<file path="src/rtl/cla_pkg.sv">
// cla_pkg: shared constants and helpers for the pipelined carry-lookahead adder.
// Holds the pipeline latency, the legal group sizes and the group-count helper.
package cla_pkg;

    localparam int CLA_LATENCY = 3;

    // Only 2-, 4- and 8-bit lookahead groups are supported.
    function automatic bit is_legal_group(input int group);
        case (group)
            2, 4, 8: return 1'b1;
            default: return 1'b0;
        endcase
    endfunction

    function automatic int num_groups(input int width, input int group);
        return width / group;
    endfunction

endpackage

</file>
<file path="src/rtl/cla_group.sv">
// cla_group: combinational GROUP-bit lookahead cell.
// Ports: a_i/b_i operands, c_i group carry-in; p_o/g_o per-bit propagate and
// generate, c_o carry into each bit, pg_o/gg_o group propagate and generate.
module cla_group
    import cla_pkg::*;
#(
    parameter int GROUP = 4
) (
    input  logic [GROUP-1:0] a_i,
    input  logic [GROUP-1:0] b_i,
    input  logic             c_i,
    output logic [GROUP-1:0] p_o,
    output logic [GROUP-1:0] g_o,
    output logic [GROUP-1:0] c_o,
    output logic             pg_o,
    output logic             gg_o
);

    logic [GROUP:0] cy;
    logic           gg;

    always_comb begin
        p_o   = a_i ^ b_i;
        g_o   = a_i & b_i;
        cy    = '0;
        cy[0] = c_i;
        for (int i = 0; i < GROUP; i++) begin
            cy[i+1] = g_o[i] | (p_o[i] & cy[i]);
        end
        c_o  = cy[GROUP-1:0];
        pg_o = &p_o;
        // Group generate is the group carry-out with a zero carry-in.
        gg = 1'b0;
        for (int i = 0; i < GROUP; i++) begin
            gg = g_o[i] | (p_o[i] & gg);
        end
        gg_o = gg;
    end

endmodule

</file>
<file path="src/rtl/pipelined_cla_adder.sv">
// pipelined_cla_adder: 3-stage elastic carry-lookahead adder, sum = a + b + c_in.
// Ports: clk, rst_n (async, active low); in_valid/in_ready with a, b, c_in;
// out_valid/out_ready with sum, c_out and signed overflow.
module pipelined_cla_adder
    import cla_pkg::*;
#(
    parameter int WIDTH = 16,
    parameter int GROUP = 4
) (
    input  logic             clk,
    input  logic             rst_n,
    input  logic             in_valid,
    output logic             in_ready,
    input  logic [WIDTH-1:0] a,
    input  logic [WIDTH-1:0] b,
    input  logic             c_in,
    output logic             out_valid,
    input  logic             out_ready,
    output logic [WIDTH-1:0] sum,
    output logic             c_out,
    output logic             overflow
);

    localparam int NG = num_groups(WIDTH, GROUP);

    if ((WIDTH % GROUP) != 0 || !is_legal_group(GROUP)) begin : g_bad_params
        $error("pipelined_cla_adder: illegal WIDTH=%0d GROUP=%0d", WIDTH, GROUP);
    end

    // Handshake / stage occupancy
    logic v1_q, v2_q, v3_q;
    logic ld1, ld2, ld3;

    // Stage 1
    logic [WIDTH-1:0] a1_q, b1_q;
    logic [WIDTH-1:0] p1_d, g1_d, p1_q, g1_q;
    logic [NG-1:0]    pg1_d, gg1_d, pg1_q, gg1_q;
    logic             cin1_q;
    logic [WIDTH-1:0] unused_s1_cy;
    logic             unused_ab;

    // Stage 2
    logic [NG:0]      c2_d, c2_q;
    logic [WIDTH-1:0] p2_q, g2_q;
    logic             am2_q, bm2_q;

    // Stage 3
    logic [WIDTH-1:0] p3, cy3, sum_d, sum_q;
    logic [WIDTH-1:0] unused_s3_g;
    logic [NG-1:0]    unused_s3_pg, unused_s3_gg;
    logic             ovf_d, cout_q, ovf_q;

    // A stage loads when it is empty or the stage after it advances.
    assign ld3      = ~v3_q | out_ready;
    assign ld2      = ~v2_q | ld3;
    assign ld1      = ~v1_q | ld2;
    assign in_ready = ld1;

    // Only the operand sign bits are needed past stage 1.
    assign unused_ab = ^{a1_q[WIDTH-2:0], b1_q[WIDTH-2:0]};

    for (genvar k = 0; k < NG; k++) begin : g_s1
        cla_group #(.GROUP(GROUP)) u_grp (
            .a_i  (a[k*GROUP +: GROUP]),
            .b_i  (b[k*GROUP +: GROUP]),
            .c_i  (1'b0),
            .p_o  (p1_d[k*GROUP +: GROUP]),
            .g_o  (g1_d[k*GROUP +: GROUP]),
            .c_o  (unused_s1_cy[k*GROUP +: GROUP]),
            .pg_o (pg1_d[k]),
            .gg_o (gg1_d[k])
        );
    end

    always_comb begin
        c2_d    = '0;
        c2_d[0] = cin1_q;
        for (int k = 0; k < NG; k++) begin
            c2_d[k+1] = gg1_q[k] | (pg1_q[k] & c2_d[k]);
        end
    end

    // p and g are never both set, so (p|g, g) is an operand pair with the
    // same per-bit propagate and generate as the original a, b.
    for (genvar k = 0; k < NG; k++) begin : g_s3
        cla_group #(.GROUP(GROUP)) u_grp (
            .a_i  (p2_q[k*GROUP +: GROUP] | g2_q[k*GROUP +: GROUP]),
            .b_i  (g2_q[k*GROUP +: GROUP]),
            .c_i  (c2_q[k]),
            .p_o  (p3[k*GROUP +: GROUP]),
            .g_o  (unused_s3_g[k*GROUP +: GROUP]),
            .c_o  (cy3[k*GROUP +: GROUP]),
            .pg_o (unused_s3_pg[k]),
            .gg_o (unused_s3_gg[k])
        );
    end

    assign sum_d = p3 ^ cy3;
    assign ovf_d = (am2_q == bm2_q) && (sum_d[WIDTH-1] != am2_q);

    always_ff @(posedge clk or negedge rst_n) begin
        if (!rst_n) begin
            v1_q   <= 1'b0;
            v2_q   <= 1'b0;
            v3_q   <= 1'b0;
            a1_q   <= '0;
            b1_q   <= '0;
            p1_q   <= '0;
            g1_q   <= '0;
            pg1_q  <= '0;
            gg1_q  <= '0;
            cin1_q <= 1'b0;
            c2_q   <= '0;
            p2_q   <= '0;
            g2_q   <= '0;
            am2_q  <= 1'b0;
            bm2_q  <= 1'b0;
            sum_q  <= '0;
            cout_q <= 1'b0;
            ovf_q  <= 1'b0;
        end else begin
            if (ld1) v1_q <= in_valid;
            if (ld2) v2_q <= v1_q;
            if (ld3) v3_q <= v2_q;
            if (ld1 && in_valid) begin
                a1_q   <= a;
                b1_q   <= b;
                p1_q   <= p1_d;
                g1_q   <= g1_d;
                pg1_q  <= pg1_d;
                gg1_q  <= gg1_d;
                cin1_q <= c_in;
            end
            if (ld2 && v1_q) begin
                c2_q  <= c2_d;
                p2_q  <= p1_q;
                g2_q  <= g1_q;
                am2_q <= a1_q[WIDTH-1];
                bm2_q <= b1_q[WIDTH-1];
            end
            if (ld3 && v2_q) begin
                sum_q  <= sum_d;
                cout_q <= c2_q[NG];
                ovf_q  <= ovf_d;
            end
        end
    end

    assign out_valid = v3_q;
    assign sum       = sum_q;
    assign c_out     = cout_q;
    assign overflow  = ovf_q;

endmodule

</file>
<file path="config.mk">
export PLATFORM = sky130hd
export DESIGN_NAME = pipelined_cla_adder
export DESIGN_NICKNAME = d
export VERILOG_FILES = /design/src/rtl/cla_pkg.sv /design/src/rtl/cla_group.sv /design/src/rtl/pipelined_cla_adder.sv
export SDC_FILE = /design/constraint.sdc
export NUM_CORES = 1
export LEC_CHECK = 0
export ABC_AREA = 1
export BUFFER_PORTS_ARGS = -buffer_cell sky130_fd_sc_hd__buf_2
export CAP_MARGIN = 20
export CORE_MARGIN = 2
export CORE_UTILIZATION = 45
export DETAILED_ROUTE_END_ITERATION = 8
export HOLD_SLACK_MARGIN = 0.05
export SLEW_MARGIN = 20
export SYNTH_ARGS = -nofsm -noshare
export SYNTH_HDL_FRONTEND = slang
export SYNTH_SLANG_ARGS = --single-unit
</file>
<file path="constraint.sdc">
create_clock -name clk -period 3.1 [get_ports clk]
set_input_delay 0.155 -clock clk [delete_from_list [all_inputs] [get_ports clk]]
set_output_delay 0.155 -clock clk [all_outputs]
set_load 0.02 [all_outputs]
</file>
==> results of run 1 <==
-- per-layer routing --
layer | vias up | share of wire
met3 | 11 | 0.028
met1 | 1551 | 0.51
li1 | 1704 | -
met2 | 43 | 0.44
met4 | 0 | 0.018
met5 | - | 0
-- stage by stage --
stage               total power (uW)  instances
detailed placement              3190        686
CTS                             4040        705
global route                    4310        705
global placement                3170        686
finish                          4000        705
floorplan                       2780        505
-- worst min-delay path, cell delays in order --
cell	delay, ns
sky130_fd_sc_hd__buf_2	0.07
sky130_fd_sc_hd__inv_1	0.07
sky130_fd_sc_hd__nand2_1	0.08
sky130_fd_sc_hd__nand2_1	0.05
-- flip-flops by register name (all words and copies together) (netlist names), 4 cells and up --
signal,count
g2_q,16
g1_q,16
gg1_q,4
p2_q,16
pg1_q,4
c2_q,5
p1_q,16
sum,16
-- cells in the final DEF, fill, tap and decap left out, types with 3 or more instances in the layout --
cell type	Yosys	layout
sky130_fd_sc_hd__buf_2	11	55
sky130_fd_sc_hd__ha_1	28	28
sky130_fd_sc_hd__nand2_4	3	3
sky130_fd_sc_hd__or2_2	8	8
sky130_fd_sc_hd__nor2_1	19	19
sky130_fd_sc_hd__dlygate4sd3_1	0	4
sky130_fd_sc_hd__nand2_1	173	173
sky130_fd_sc_hd__inv_1	53	53
sky130_fd_sc_hd__o21ai_2	12	12
sky130_fd_sc_hd__nand3_1	17	17
sky130_fd_sc_hd__o21ai_0	43	43
sky130_fd_sc_hd__xnor2_1	3	3
sky130_fd_sc_hd__buf_4	0	7
sky130_fd_sc_hd__o21ai_1	15	15
sky130_fd_sc_hd__clkbuf_8	0	9
sky130_fd_sc_hd__dfrtp_1	103	103
-- what timing repair did --
item,CTS,global route
hold buffers,4,0
hold endpoints to repair,78,0
setup endpoints to repair,0,0
-- logic make-up after synthesis --
kind of cell,Yosys count
XOR/XNOR,3
AND/OR/NAND/NOR,224
AO/OA/AOI/OAI,74
flip-flops,103
adder cells (fa/ha/maj),28
buffers and inverters,73
-- worst max-delay path by stage --
stage,from,end,cells after the start
floorplan,p2_q[12],overflow,15
global placement,p2_q[12],overflow,15
global route,p2_q[12],overflow,14
CTS,p2_q[12],overflow,15
detailed placement,p2_q[12],overflow,15
finish,p2_q[12],overflow,15
-- power groups by stage --
stage | Combinational [uW] | Sequential [uW] | Clock, uW
CTS | 1280 | 1900 | 862
detailed placement | 1260 | 1930 | 0
global route | 1440 | 1950 | 917
global placement | 1250 | 1920 | 0
finish | 1250 | 1900 | 844
floorplan | 753 | 2030 | 0
-- final cells by class --
class,count,share of cell area
inverter,55,0.0393
multi-input combinational,329,0.329
clock inverter,6,0.0129
tap,136,0.0324
timing repair buffer,67,0.0721
sequential,103,0.490
clock buffer,9,0.0236
==> impl_summary.log, run 1 <==
INFO  metric outcome = completed
INFO  metric synth_top_family_by_area = simple AND/OR/NAND/NOR gates
INFO  metric cts-resized-gates = 0
INFO  metric rr_startpoint = p2_q[12]
INFO  metric cell_type_group_with_the_largest_total_delay_on_the_critical_path = simple AND/OR/NAND/NOR gates
INFO  metric io_buffers = 56
INFO  metric netlist_top_cells_count = 173 x sky130_fd_sc_hd__nand2_1, 103 x sky130_fd_sc_hd__dfrtp_1, 53 x sky130_fd_sc_hd__inv_1
INFO  metric global_route.usage.met2 = 0.258
INFO  metric floorplan.initialDensity = 0.457
INFO  metric report.final.slew_viol_count = 0
INFO  metric groute.layer.met1.usage = 0.244
INFO  metric site_row_count = 37
INFO  metric power_per_cell_area = 761 nW/um^2
INFO  metric path_cells = inv_1 -> nor2_1 -> ha_1 -> or2_2 -> ha_1 -> or2_2 -> ha_1 -> inv_1 -> nand2_1 -> nand2_1 -> nand2_1 -> nand2_1 -> o21ai_0 -> nand2_1 -> nand2_1
INFO  metric grt.overflow.total = 0
INFO  metric max_slew.worst_pin.slew = 0.796 ns
INFO  metric maxcap_viol_count = 0
INFO  metric final-setup-viol-count = 0
INFO  metric ant_nets = 0
INFO  metric synthCells = 505
INFO  metric insertion_delay = 0.37 ns
INFO  metric die-width = 105 microns
INFO  metric die_area = 11100 sq um
INFO  metric post_synth.cell_area_avg = 9.18 sq um
INFO  metric antenna_found_initial = 0
INFO  metric yosys-top-cells-area = sky130_fd_sc_hd__dfrtp_1 56%, sky130_fd_sc_hd__nand2_1 14%, sky130_fd_sc_hd__ha_1 7.6%, sky130_fd_sc_hd__o21ai_0 4.6%, sky130_fd_sc_hd__inv_1 4.3%
INFO  metric whs = 0.0958 ns
INFO  metric clockRootBuffer = sky130_fd_sc_hd__clkbuf_8
INFO  metric fillers = 983
INFO  metric ys_dominant_reg_cell = sky130_fd_sc_hd__dfrtp_1
INFO  metric top_level_ports = 57
INFO  metric dp_hpwl = 5990 microns
INFO  metric preCtsSetupSlack = 0.954 ns
INFO  metric via_count_of_the_first_global_routing_pass = 3096
INFO  metric clock-sinks = 103
INFO  metric power_switching = around 1500 uW
INFO  metric synth.distinct_cells = 22
INFO  metric timing.setup.critical_path_class = flop to flop
INFO  metric timing.final.crit_share = 0.688
INFO  metric timing.hold.worst.class = input port to flop
INFO  metric synth_enable_flop_cells = 0
INFO  metric finalCriticalPeriod = 2.13 ns
INFO  metric nNetsFinal = 630
INFO  metric yosysSeqAreaShare = 0.556
INFO  metric drc_errors = 0
INFO  metric setup_bufs_post_cts = 0
INFO  metric post_route_cells_drive_above_1_share = 0.188
INFO  metric hold_viol = 0
INFO  metric most_used_routing_layer_in_global_routing = met2
INFO  metric setup.worst_path.start_class = flop
INFO  metric avgRoutedWirePerCell = 12.2 microns
INFO  metric ys_seq_elements = 103
INFO  metric cts_inserted_buffers = 9
INFO  metric dr.pass1.iters = 4
INFO  metric multi_input_area = 1730 sq um
INFO  metric worst_hold_path.endpoint = out_valid
INFO  metric swShare = 0.363
INFO  metric worst_clock_skew = approximately 0.015 ns
INFO  metric rrSetupSlack = 0.97 ns
INFO  metric final_core_utilization = 0.518
INFO  metric min-delay-start = out_ready
INFO  metric power_report.internal_total = 2550 uW
INFO  metric routed-via-count = approximately 3.3k
INFO  metric netlist.area_leader.share = 0.556
INFO  metric ctsHtreeMaxLevel = 3
INFO  metric placedInstanceArea = 5020 sq um
INFO  metric cpMostUsedCell = sky130_fd_sc_hd__nand2_1
INFO  metric ys_warn_count = 0
INFO  metric fmax = between 400 and 500 MHz
INFO  metric share_comb_of_total_power = 0.313
INFO  metric netlist_area = 4640 sq um
INFO  metric worst_r2r_endpoint = overflow
INFO  metric critPathSlowestCell = sky130_fd_sc_hd__dfrtp_1
INFO  metric antenna-diode-count = 0
INFO  metric worstPathRequired = 3.37 ns
INFO  metric worst_path_largest_cell_delay = 0.37 ns
INFO  metric grt_util_all_layers = 0.170
INFO  metric post_synth_xor_area_fraction = 0.00567
INFO  metric drt_iter0_drc = 132
INFO  metric route.detailed.vias_per_inst = 4.69
INFO  metric maxSlewHeadroom = 0.469
INFO  metric critical_path_arrival = about 2.4 ns
INFO  metric most_instantiated_library_cell_after_synthesis = sky130_fd_sc_hd__nand2_1
INFO  metric synthToLayoutAreaGrowth = 13.4%
INFO  metric yosys.area_share.adder = 0.0756
INFO  metric finalSetupTns = 0 ns
INFO  metric stdcell_area = 5260 sq um
INFO  metric finalWirelength = 8620 microns
INFO  metric sequential_cell_area = 2580 sq um
INFO  metric syn-num-nets = 570
INFO  metric power.sequential.fraction = 0.475
INFO  metric path_max_fanout = 2
INFO  metric worst_r2r_path_depth = 15
INFO  metric grt_max_degree = 90
INFO  metric synth_top_cell_by_area = sky130_fd_sc_hd__dfrtp_1
INFO  metric die-height = between 100 and 150 microns
INFO  metric async_flop_share = 1.00
INFO  metric synth-compound-area-share = 0.0901
INFO  metric final_critical_path_setup_slack = 0.968 ns
INFO  metric p_leak = 0.00279 uW
INFO  metric ctsLongestPathBuffers = 2
INFO  metric placeableCoreArea = 10100 sq um
INFO  metric grt_first_pass_wirelength = 14900 microns
INFO  metric tritoncts_clock_tree = built
INFO  metric synth_mux_area_frac = 0
INFO  metric gp_routability_congestion = 0.745
INFO  metric max-vdd-ir-drop = about 260 uV
INFO  metric cts.reportedPaths.clkPinSlew = ~0.1 ns
INFO  metric met3_usage = 0.0284
INFO  metric power.clock.fraction = 0.211
INFO  metric simple_gate_share_of_the_synthesized_area = 0.202
INFO  metric unrepaired_setup_endpoints_after_global_routing = false
INFO  metric endpoint_kind = flop
INFO  metric worstPathBufferInverterCount = 2
INFO  metric timing.hold.worst_path_depth = 4
Power figures use the tool's default switching activity.
==> inputs of run 2 (changes only) <==
--- a/config.mk
+++ b/config.mk
@@ -5,7 +5,7 @@
 export SDC_FILE = /design/constraint.sdc
 export NUM_CORES = 1
 export LEC_CHECK = 0
-export ABC_AREA = 1
+export ABC_AREA = 0
 export BUFFER_PORTS_ARGS = -buffer_cell sky130_fd_sc_hd__buf_2
 export CAP_MARGIN = 20
 export CORE_MARGIN = 2
==> constraint.sdc (replaced) <==
create_clock -name clk -period 2.1 [get_ports clk]
set_input_delay 0.105 -clock clk [delete_from_list [all_inputs] [get_ports clk]]
set_output_delay 0.105 -clock clk [all_outputs]
set_load 0.02 [all_outputs]
==> impl_summary.log, run 2 <==
INFO  metric insertion_delay = 0.35 ns (-0.02 ns)
INFO  metric antenna_found_initial = 0 (unchanged)
INFO  metric report.final.slew_viol_count = 0 (unchanged)
INFO  metric syn-num-nets = 393 (-31%)
INFO  metric critical_path_arrival = 2.37 ns (-0.03 ns)
INFO  metric dr.pass1.iters = 4 (unchanged)
INFO  metric netlist.area_leader.share = 0.553 (-0.00284)
INFO  metric timing.final.crit_share = 1.01 (+0.324)
INFO  metric via_count_of_the_first_global_routing_pass = 2706 (-13%)
INFO  metric placedInstanceArea = 5090 sq um (+1.4%)
INFO  metric finalCriticalPeriod = 2.12 ns (-0.00735 ns)
INFO  metric route.detailed.vias_per_inst = 4.90 (+4.4%)
INFO  metric sequential_cell_area = 2580 sq um (unchanged)
INFO  metric drt_iter0_drc = 70 (-47%)
INFO  metric stdcell_area = 5420 sq um (+3.1%)
INFO  metric placeableCoreArea = 10200 sq um (+0.46%)
INFO  metric worst_r2r_path_depth = 10 (-5)
INFO  metric endpoint_kind = flop
INFO  metric final_non_filler_cells = 539 (-24%)
INFO  metric routed-via-count = 2642 (-20%)
INFO  metric gp_routability_congestion = 0.728 (-2.3%)
INFO  metric io_buffers = 56 (unchanged)
INFO  metric synthCells = 328 (-35%)
INFO  metric floorplan.initialDensity = 0.457 (about the same)
INFO  metric nNetsFinal = 463 (-27%)
INFO  metric final-setup-viol-count = 1 (+1)
INFO  metric worst_hold_path.endpoint = v1_q
INFO  metric power_per_cell_area = 1060 nW/um^2 (+39%)
INFO  metric unrepaired_setup_endpoints_after_global_routing = true
INFO  metric max-vdd-ir-drop = 398 uV (+53%)
INFO  metric yosysSeqAreaShare = 0.553 (-0.00284)
INFO  metric cts.reportedPaths.clkPinSlew = 0.09 ns (about the same)
INFO  metric p_leak = 0.00253 uW (-9.4%)
INFO  metric critPathSlowestCell = sky130_fd_sc_hd__dfrtp_1
INFO  metric preCtsSetupSlack = -0.0648 ns (-1.02 ns)
INFO  metric worstPathRequired = 2.34 ns (-1.03 ns)
INFO  metric worst_path_largest_cell_delay = 0.40 ns (+0.03 ns)
INFO  metric failed_checks = negative setup slack
INFO  metric most_instantiated_library_cell_after_synthesis = sky130_fd_sc_hd__dfrtp_1
INFO  metric die-width = 106 microns (+0.25%)
INFO  metric maxSlewHeadroom = 0.538 (+0.0691)
INFO  metric grt_util_all_layers = 0.147 (-0.0223)
INFO  metric site_row_count = 37 (unchanged)
INFO  metric fmax = 471 MHz (+0.35%)
INFO  metric post_route_cells_drive_above_1_share = 0.457 (+0.269)
INFO  metric final_common_cell = sky130_fd_sc_hd__dfrtp_1
INFO  metric fillers = 918 (-6.6%)
INFO  metric yosys-top-cells-area = sky130_fd_sc_hd__dfrtp_1 55%, sky130_fd_sc_hd__mux2_2 16%, sky130_fd_sc_hd__ha_1 7.5%, sky130_fd_sc_hd__mux2_4 5.8%, sky130_fd_sc_hd__nor2b_1 1.7%
INFO  metric multi_input_area = 2050 sq um (+19%)
INFO  metric timing.hold.worst.class = input port to flop
INFO  metric final_critical_path_setup_slack = -0.0242 ns (-0.993 ns)
INFO  metric grt_max_degree = 54 (-40%)
INFO  metric ctsHtreeMaxLevel = 3 (unchanged)
INFO  metric top_level_ports = 57 (unchanged)
INFO  metric cell_type_group_with_the_largest_total_delay_on_the_critical_path = simple AND/OR/NAND/NOR gates
INFO  metric outcome = complete, but fails checks
INFO  metric netlist_area = 4660 sq um (+0.51%)
INFO  metric synth_enable_flop_cells = 0 (unchanged)
INFO  metric antenna-diode-count = 0 (unchanged)
INFO  metric ys_warn_count = 0 (unchanged)
INFO  metric die-height = 106 microns (+0.25%)
INFO  metric drc_errors = 0 (unchanged)
INFO  metric min-delay-start = in_valid
INFO  metric maxcap_viol_count = 0 (unchanged)
INFO  metric tritoncts_clock_tree = built
INFO  metric rr_startpoint = p2_q[12]
INFO  metric worst_r2r_endpoint = overflow
INFO  metric final_core_utilization = 0.532 (+0.0135)
INFO  metric finalWirelength = 7740 microns (-10%)
INFO  metric ys_seq_elements = 103 (unchanged)
INFO  metric clockRootBuffer = sky130_fd_sc_hd__clkbuf_8
INFO  metric synth_top_cell_by_area = sky130_fd_sc_hd__dfrtp_1
INFO  metric clock-sinks = 103 (unchanged)
INFO  metric worstPathBufferInverterCount = 0 (-2)
INFO  metric ctsLongestPathBuffers = 2 (unchanged)
INFO  metric worst_clock_skew = 0.0106 ns (-0.00444 ns)
INFO  metric timing.hold.worst_path_depth = 2 (-2)
INFO  metric grt_first_pass_wirelength = 12800 microns (-14%)
INFO  metric rrSetupSlack = -0.02 ns (-0.99 ns)
INFO  metric setup_bufs_post_cts = 0 (unchanged)
INFO  metric ys_dominant_reg_cell = sky130_fd_sc_hd__dfrtp_1
INFO  metric numPlacedInstances = 518 (-24%)
INFO  metric cts_inserted_buffers = 9 (unchanged)
INFO  metric netlist_top_cells_count = 103 x sky130_fd_sc_hd__dfrtp_1, 66 x sky130_fd_sc_hd__mux2_2, 28 x sky130_fd_sc_hd__ha_1
INFO  metric ant_nets = 0 (unchanged)
INFO  metric final_cell_mix = 103 x sky130_fd_sc_hd__dfrtp_1, 66 x sky130_fd_sc_hd__mux2_2, 55 x sky130_fd_sc_hd__buf_2, 22 x sky130_fd_sc_hd__ha_1, 18 x sky130_fd_sc_hd__mux2_4
INFO  metric crit_start = p2_q[12]
INFO  metric grt.overflow.total = 0 (unchanged)
INFO  metric async_flop_share = 1.00 (unchanged)
INFO  metric dp_hpwl = 5470 microns (-8.7%)
INFO  metric synth.distinct_cells = 26 (+18%)
INFO  metric die_area = 11200 sq um (+0.49%)
INFO  metric hold_viol = 0 (unchanged)
INFO  metric synthToLayoutAreaGrowth = 16.3%
INFO  metric timing.setup.critical_path_class = flop to flop
INFO  metric post_synth.cell_area_avg = 14.2 sq um (+55%)
INFO  metric setup.worst_path.start_class = flop
INFO  metric max_slew.worst_pin.slew = 0.692 ns (-0.104 ns)
INFO  metric path_max_fanout = 3 (+1)
INFO  metric whs = 0.0986 ns (+0.00285 ns)
INFO  metric avgRoutedWirePerCell = 14.4 microns (+18%)
INFO  metric path_cells = nor2b_4 -> ha_2 -> or2_4 -> ha_4 -> or2_4 -> ha_4 -> nor2_4 -> xnor2_2 -> nor3_1 -> o31a_1
INFO  metric cp_num_cells = 10 (-5)
run 2: cell types whose count changed in the layout (fill, tap and decap cells not counted), moves of 6 or more:
cell	change
sky130_fd_sc_hd__nor2_1	-8
sky130_fd_sc_hd__mux2_4	+18
sky130_fd_sc_hd__ha_1	-6
sky130_fd_sc_hd__mux2_2	+66
sky130_fd_sc_hd__o21ai_0	-29
sky130_fd_sc_hd__o21ai_2	-12
sky130_fd_sc_hd__inv_1	-53
sky130_fd_sc_hd__o21ai_1	-14
sky130_fd_sc_hd__nand2b_1	+8
sky130_fd_sc_hd__nand3_1	-17
sky130_fd_sc_hd__nor2b_1	+12
sky130_fd_sc_hd__nand2_1	-160
run 2: what timing repair did:
action,4_1_cts,5_1_grt
endpoints found under the setup margin,2,7
hold buffers,5,0
resized for setup,4,13
pin swaps,6,5
hold endpoints to repair,55,0
run 2: stage by stage:
stage | total power (uW) | TNS (ns)
floorplan | 3970 | 0
detailed placement | 4470 | -0.0648
global placement | 4430 | -0.0345
global route | 6130 | -0.0864
finish | 5720 | -0.0242
CTS | 5730 | -0.000788
run 2: area by class of cell:
type	count	area share
clock inverters	5	0.0109
clock buffers	11	0.0242
multi-input cells	214	0.379
well taps	136	0.0314
flip-flops and latches	103	0.476
repair buffers	70	0.0785
run 2: cells by family after synthesis:
logic type      Yosys count  share of synthesized area
compound gates           28                     0.0336
xor+xnor                  4                    0.00752
fa+ha+maj                28                     0.0752
buf+inv                  11                     0.0295
flops                   103                      0.553
mux                      84                      0.218
simple gates             70                     0.0835
run 2: how the worst max path moves through the flow:
stage | end | slack (ns)
after floorplan | overflow | 0.002
after global placement | overflow | -0.03
after detailed placement | overflow | -0.06
after CTS | overflow | -0.0008
after global routing | overflow | -0.09
final | overflow | -0.02
run 2: routing by layer:
layer / GRT usage / up-vias / share of wire / wire, microns
li1: - / 1298 / - / -
met1: 0.197 / 1300 / 0.48 / 3750
met2: 0.236 / 42 / 0.48 / 3680
met3: 0.0278 / 2 / 0.034 / 266
met4: 0.0620 / 0 / 0.0057 / 44
met5: 0 / - / 0 / 0
run 2: where the power goes:
group	switching [uW]	total, uW	internal (uW)
Clock	651	1200	553
Combinational	820	1760	945
Sequential	266	2750	2490
==> inputs of run 3 (changes only) <==
--- a/config.mk
+++ b/config.mk
@@ -9,9 +9,10 @@
 export BUFFER_PORTS_ARGS = -buffer_cell sky130_fd_sc_hd__buf_2
 export CAP_MARGIN = 20
 export CORE_MARGIN = 2
-export CORE_UTILIZATION = 45
+export CORE_UTILIZATION = 47
 export DETAILED_ROUTE_END_ITERATION = 8
 export HOLD_SLACK_MARGIN = 0.05
+export PLACE_DENSITY = 0.67
 export SLEW_MARGIN = 20
 export SYNTH_ARGS = -nofsm -noshare
 export SYNTH_HDL_FRONTEND = slang
==> constraint.sdc (replaced) <==
create_clock -name clk -period 2.1 [get_ports clk]
set_input_delay 0.21 -clock clk [delete_from_list [all_inputs] [get_ports clk]]
set_output_delay 0.21 -clock clk [all_outputs]
set_load 0.02 [all_outputs]
==> impl_summary.log, run 3 (synthesized netlist as in run 2, its figures left out) <==
INFO  metric share_comb_of_total_power = 0.299 (-0.009)
INFO  metric power.clock.fraction = 0.232 (+0.022)
INFO  metric setup.worst_path.start_class = flop
INFO  metric final_core_utilization = 0.554 (+0.0222)
INFO  metric finalCriticalPeriod = 2.10 ns (-0.0263 ns)
INFO  metric power.sequential.fraction = 0.470 (-0.011)
INFO  metric maxSlewHeadroom = 0.539 (+0.000960)
INFO  metric path_max_fanout = 3 (unchanged)
INFO  metric whs = 0.0941 ns (-0.00456 ns)
INFO  metric stdcell_area = 5370 sq um (-0.95%)
INFO  metric outcome = completed
INFO  metric timing.setup.critical_path_class = flop to flop
INFO  metric most_used_routing_layer_in_global_routing = met2
INFO  metric dr.pass1.iters = 4 (unchanged)
INFO  metric swShare = 0.302 (-0.00156)
INFO  metric die-height = 104 microns (-2.1%)
INFO  metric clockRootBuffer = sky130_fd_sc_hd__clkbuf_8
INFO  metric max-vdd-ir-drop = 425 uV (+6.8%)
INFO  metric drt_iter0_drc = 50 (-29%)
INFO  metric max_slew.worst_pin.slew = 0.690 ns (-0.00206 ns)
INFO  metric site_row_count = 36 (-2.7%)
INFO  metric global_route.usage.met2 = 0.263 (+0.0271)
INFO  metric dp_hpwl = 5520 microns (+0.98%)
INFO  metric antenna_found_initial = 0 (unchanged)
INFO  metric post_route_cells_drive_above_1_share = 0.463 (+0.00690)
INFO  metric avgRoutedWirePerCell = 14.5 microns (+1.2%)
INFO  metric placeableCoreArea = 9680 sq um (-4.9%)
INFO  metric endpoint_kind = flop
INFO  metric tritoncts_clock_tree = built
INFO  metric worstPathRequired = 2.36 ns (+0.02 ns)
INFO  metric routed-via-count = 2671 (+1.1%)
INFO  metric worst_clock_skew = 0.0169 ns (+0.00637 ns)
INFO  metric p_leak = 0.00250 uW (-0.97%)
INFO  metric cts.reportedPaths.clkPinSlew = 0.10 ns (about the same)
INFO  metric timing.final.crit_share = 0.999 (-0.0125)
INFO  metric power_switching = 1770 uW (+1.9%)
INFO  metric cts_inserted_buffers = 9 (unchanged)
INFO  metric grt_util_all_layers = 0.156 (+0.00880)
INFO  metric top_level_ports = 57 (unchanged)
INFO  metric grt_first_pass_wirelength = 13500 microns (+5.0%)
INFO  metric groute.layer.met1.usage = 0.201 (+0.00457)
INFO  metric via_count_of_the_first_global_routing_pass = 2887 (+6.7%)
INFO  metric synthToLayoutAreaGrowth = 15.2%
INFO  metric io_buffers = 56 (unchanged)
INFO  metric route.detailed.vias_per_inst = 5.04 (+2.8%)
INFO  metric die-width = 104 microns (-2.1%)
INFO  metric power_per_cell_area = 1090 nW/um^2 (+3.4%)
INFO  metric unrepaired_setup_endpoints_after_global_routing = true
INFO  metric final_non_filler_cells = 530 (-1.7%)
INFO  metric final-setup-viol-count = 0 (-1)
INFO  metric ant_nets = 0 (unchanged)
INFO  metric hold_viol = 0 (unchanged)
INFO  metric final_cell_mix = 103 x sky130_fd_sc_hd__dfrtp_1, 66 x sky130_fd_sc_hd__mux2_2, 55 x sky130_fd_sc_hd__buf_2, 21 x sky130_fd_sc_hd__ha_1, 18 x sky130_fd_sc_hd__mux2_4
INFO  metric clock-sinks = 103 (unchanged)
INFO  metric ctsHtreeMaxLevel = 3 (unchanged)
INFO  metric gp_routability_congestion = 0.717 (-1.5%)
INFO  metric insertion_delay = 0.37 ns (+0.02 ns)
INFO  metric antenna-diode-count = 0 (unchanged)
INFO  metric grt.overflow.total = 0 (unchanged)
INFO  metric p_total = 5860 uW (+2.5%)
INFO  metric floorplan.initialDensity = 0.481 (+0.0236)
INFO  metric ctsLongestPathBuffers = 2 (unchanged)
INFO  metric met3_usage = 0.0359 (+0.00804)
INFO  metric nNetsFinal = 457 (-1.3%)
INFO  metric grt_max_degree = 57 (+5.6%)
INFO  metric numPlacedInstances = 513 (-0.97%)
INFO  metric fillers = 819 (-11%)
INFO  metric timing.hold.worst.class = input port to flop
INFO  metric placedInstanceArea = 5060 sq um (-0.61%)
INFO  metric final_common_cell = sky130_fd_sc_hd__dfrtp_1
INFO  metric die_area = 10700 sq um (-4.1%)
INFO  metric maxcap_viol_count = 0 (unchanged)
INFO  metric drc_errors = 0 (unchanged)
INFO  metric report.final.slew_viol_count = 0 (unchanged)
INFO  metric finalWirelength = 7700 microns (-0.52%)
INFO  metric fmax = 477 MHz (+1.3%)
INFO  metric power_report.internal_total = 4090 uW (+2.7%)
INFO  metric critical_path_arrival = 2.35 ns (-0.02 ns)
-- run 3: cell types whose count changed in the layout (fill, tap and decap cells not counted), moves of 2 or more --
cell	delta
sky130_fd_sc_hd__inv_6	+2
sky130_fd_sc_hd__dlygate4sd3_1	-4
sky130_fd_sc_hd__or2_2	+2
sky130_fd_sc_hd__or2_4	-2
-- run 3: layer usage --
metal  share of wire  wire [microns]
met3           0.036             278
met4           0.010              77
met1            0.46            3510
met5               0               0
met2            0.50            3840
-- run 3: path summary, 6_finish.rpt --
check	start	endpoint	slack (ns)	depth (start not counted)
min in group asynchronous	rst_n	sum[3]	0.33	2
worst max register to register	p2_q[12]	overflow	0.002	10
worst min-delay path	c_in	cin1_q	0.09	2
max in group asynchronous	rst_n	pg1_q[2]	1.11	3
worst min register to register	sum[3]	sum[3]	0.48	2
worst max-delay path	p2_q[12]	overflow	0.002	10
-- run 3: power groups by stage --
stage | clock network (uW) | logic [uW] | registers, uW
floorplan | 0 | 1020 | 2950
global placement | 0 | 1640 | 2770
detailed placement | 0 | 1690 | 2800
CTS | 1400 | 1730 | 2760
global route | 1480 | 1950 | 2830
finish | 1360 | 1750 | 2750
-- run 3: layout make-up --
| class | count | area, sq um | area share |
|---|---|---|---|
| flip-flops and latches | 103 | 2580 | 0.480 |
| multi-input cells | 214 | 2040 | 0.381 |
| repair buffers | 64 | 358 | 0.0667 |
| well taps | 133 | 166 | 0.0310 |
| clock buffers | 10 | 128 | 0.0238 |
| clock inverters | 6 | 92.6 | 0.0173 |
-- run 3: through the flow --
step	setup TNS (ns)	setup slack, ns
2_1_floorplan	0	0.00215
3_5_place_dp	-0.0770	-0.0770
6_report	0	0.00205
3_3_place_gp	-0.0311	-0.0311
5_1_grt	-0.0740	-0.0702
4_1_cts	-0.00597	-0.00597
-- run 3: critical path, stage by stage (launching register included) --
cell                      delay [ns]
sky130_fd_sc_hd__dfrtp_1        0.38
sky130_fd_sc_hd__nor2b_1        0.13
sky130_fd_sc_hd__ha_2           0.16
sky130_fd_sc_hd__or2_4          0.23
sky130_fd_sc_hd__ha_4           0.15
sky130_fd_sc_hd__or2_4          0.25
sky130_fd_sc_hd__ha_4           0.16
sky130_fd_sc_hd__nor2_4         0.09
sky130_fd_sc_hd__xnor2_2        0.08
sky130_fd_sc_hd__and3_1         0.15
sky130_fd_sc_hd__o31a_1         0.23
-- run 3: what timing repair did --
item | CTS | global route
endpoints found under the hold margin | 34 | 0
buffers inserted | 0 | 0
pin swaps | 3 | 2
resized for setup | 4 | 12
hold buffers | 1 | 0
setup endpoints to repair | 1 | 6
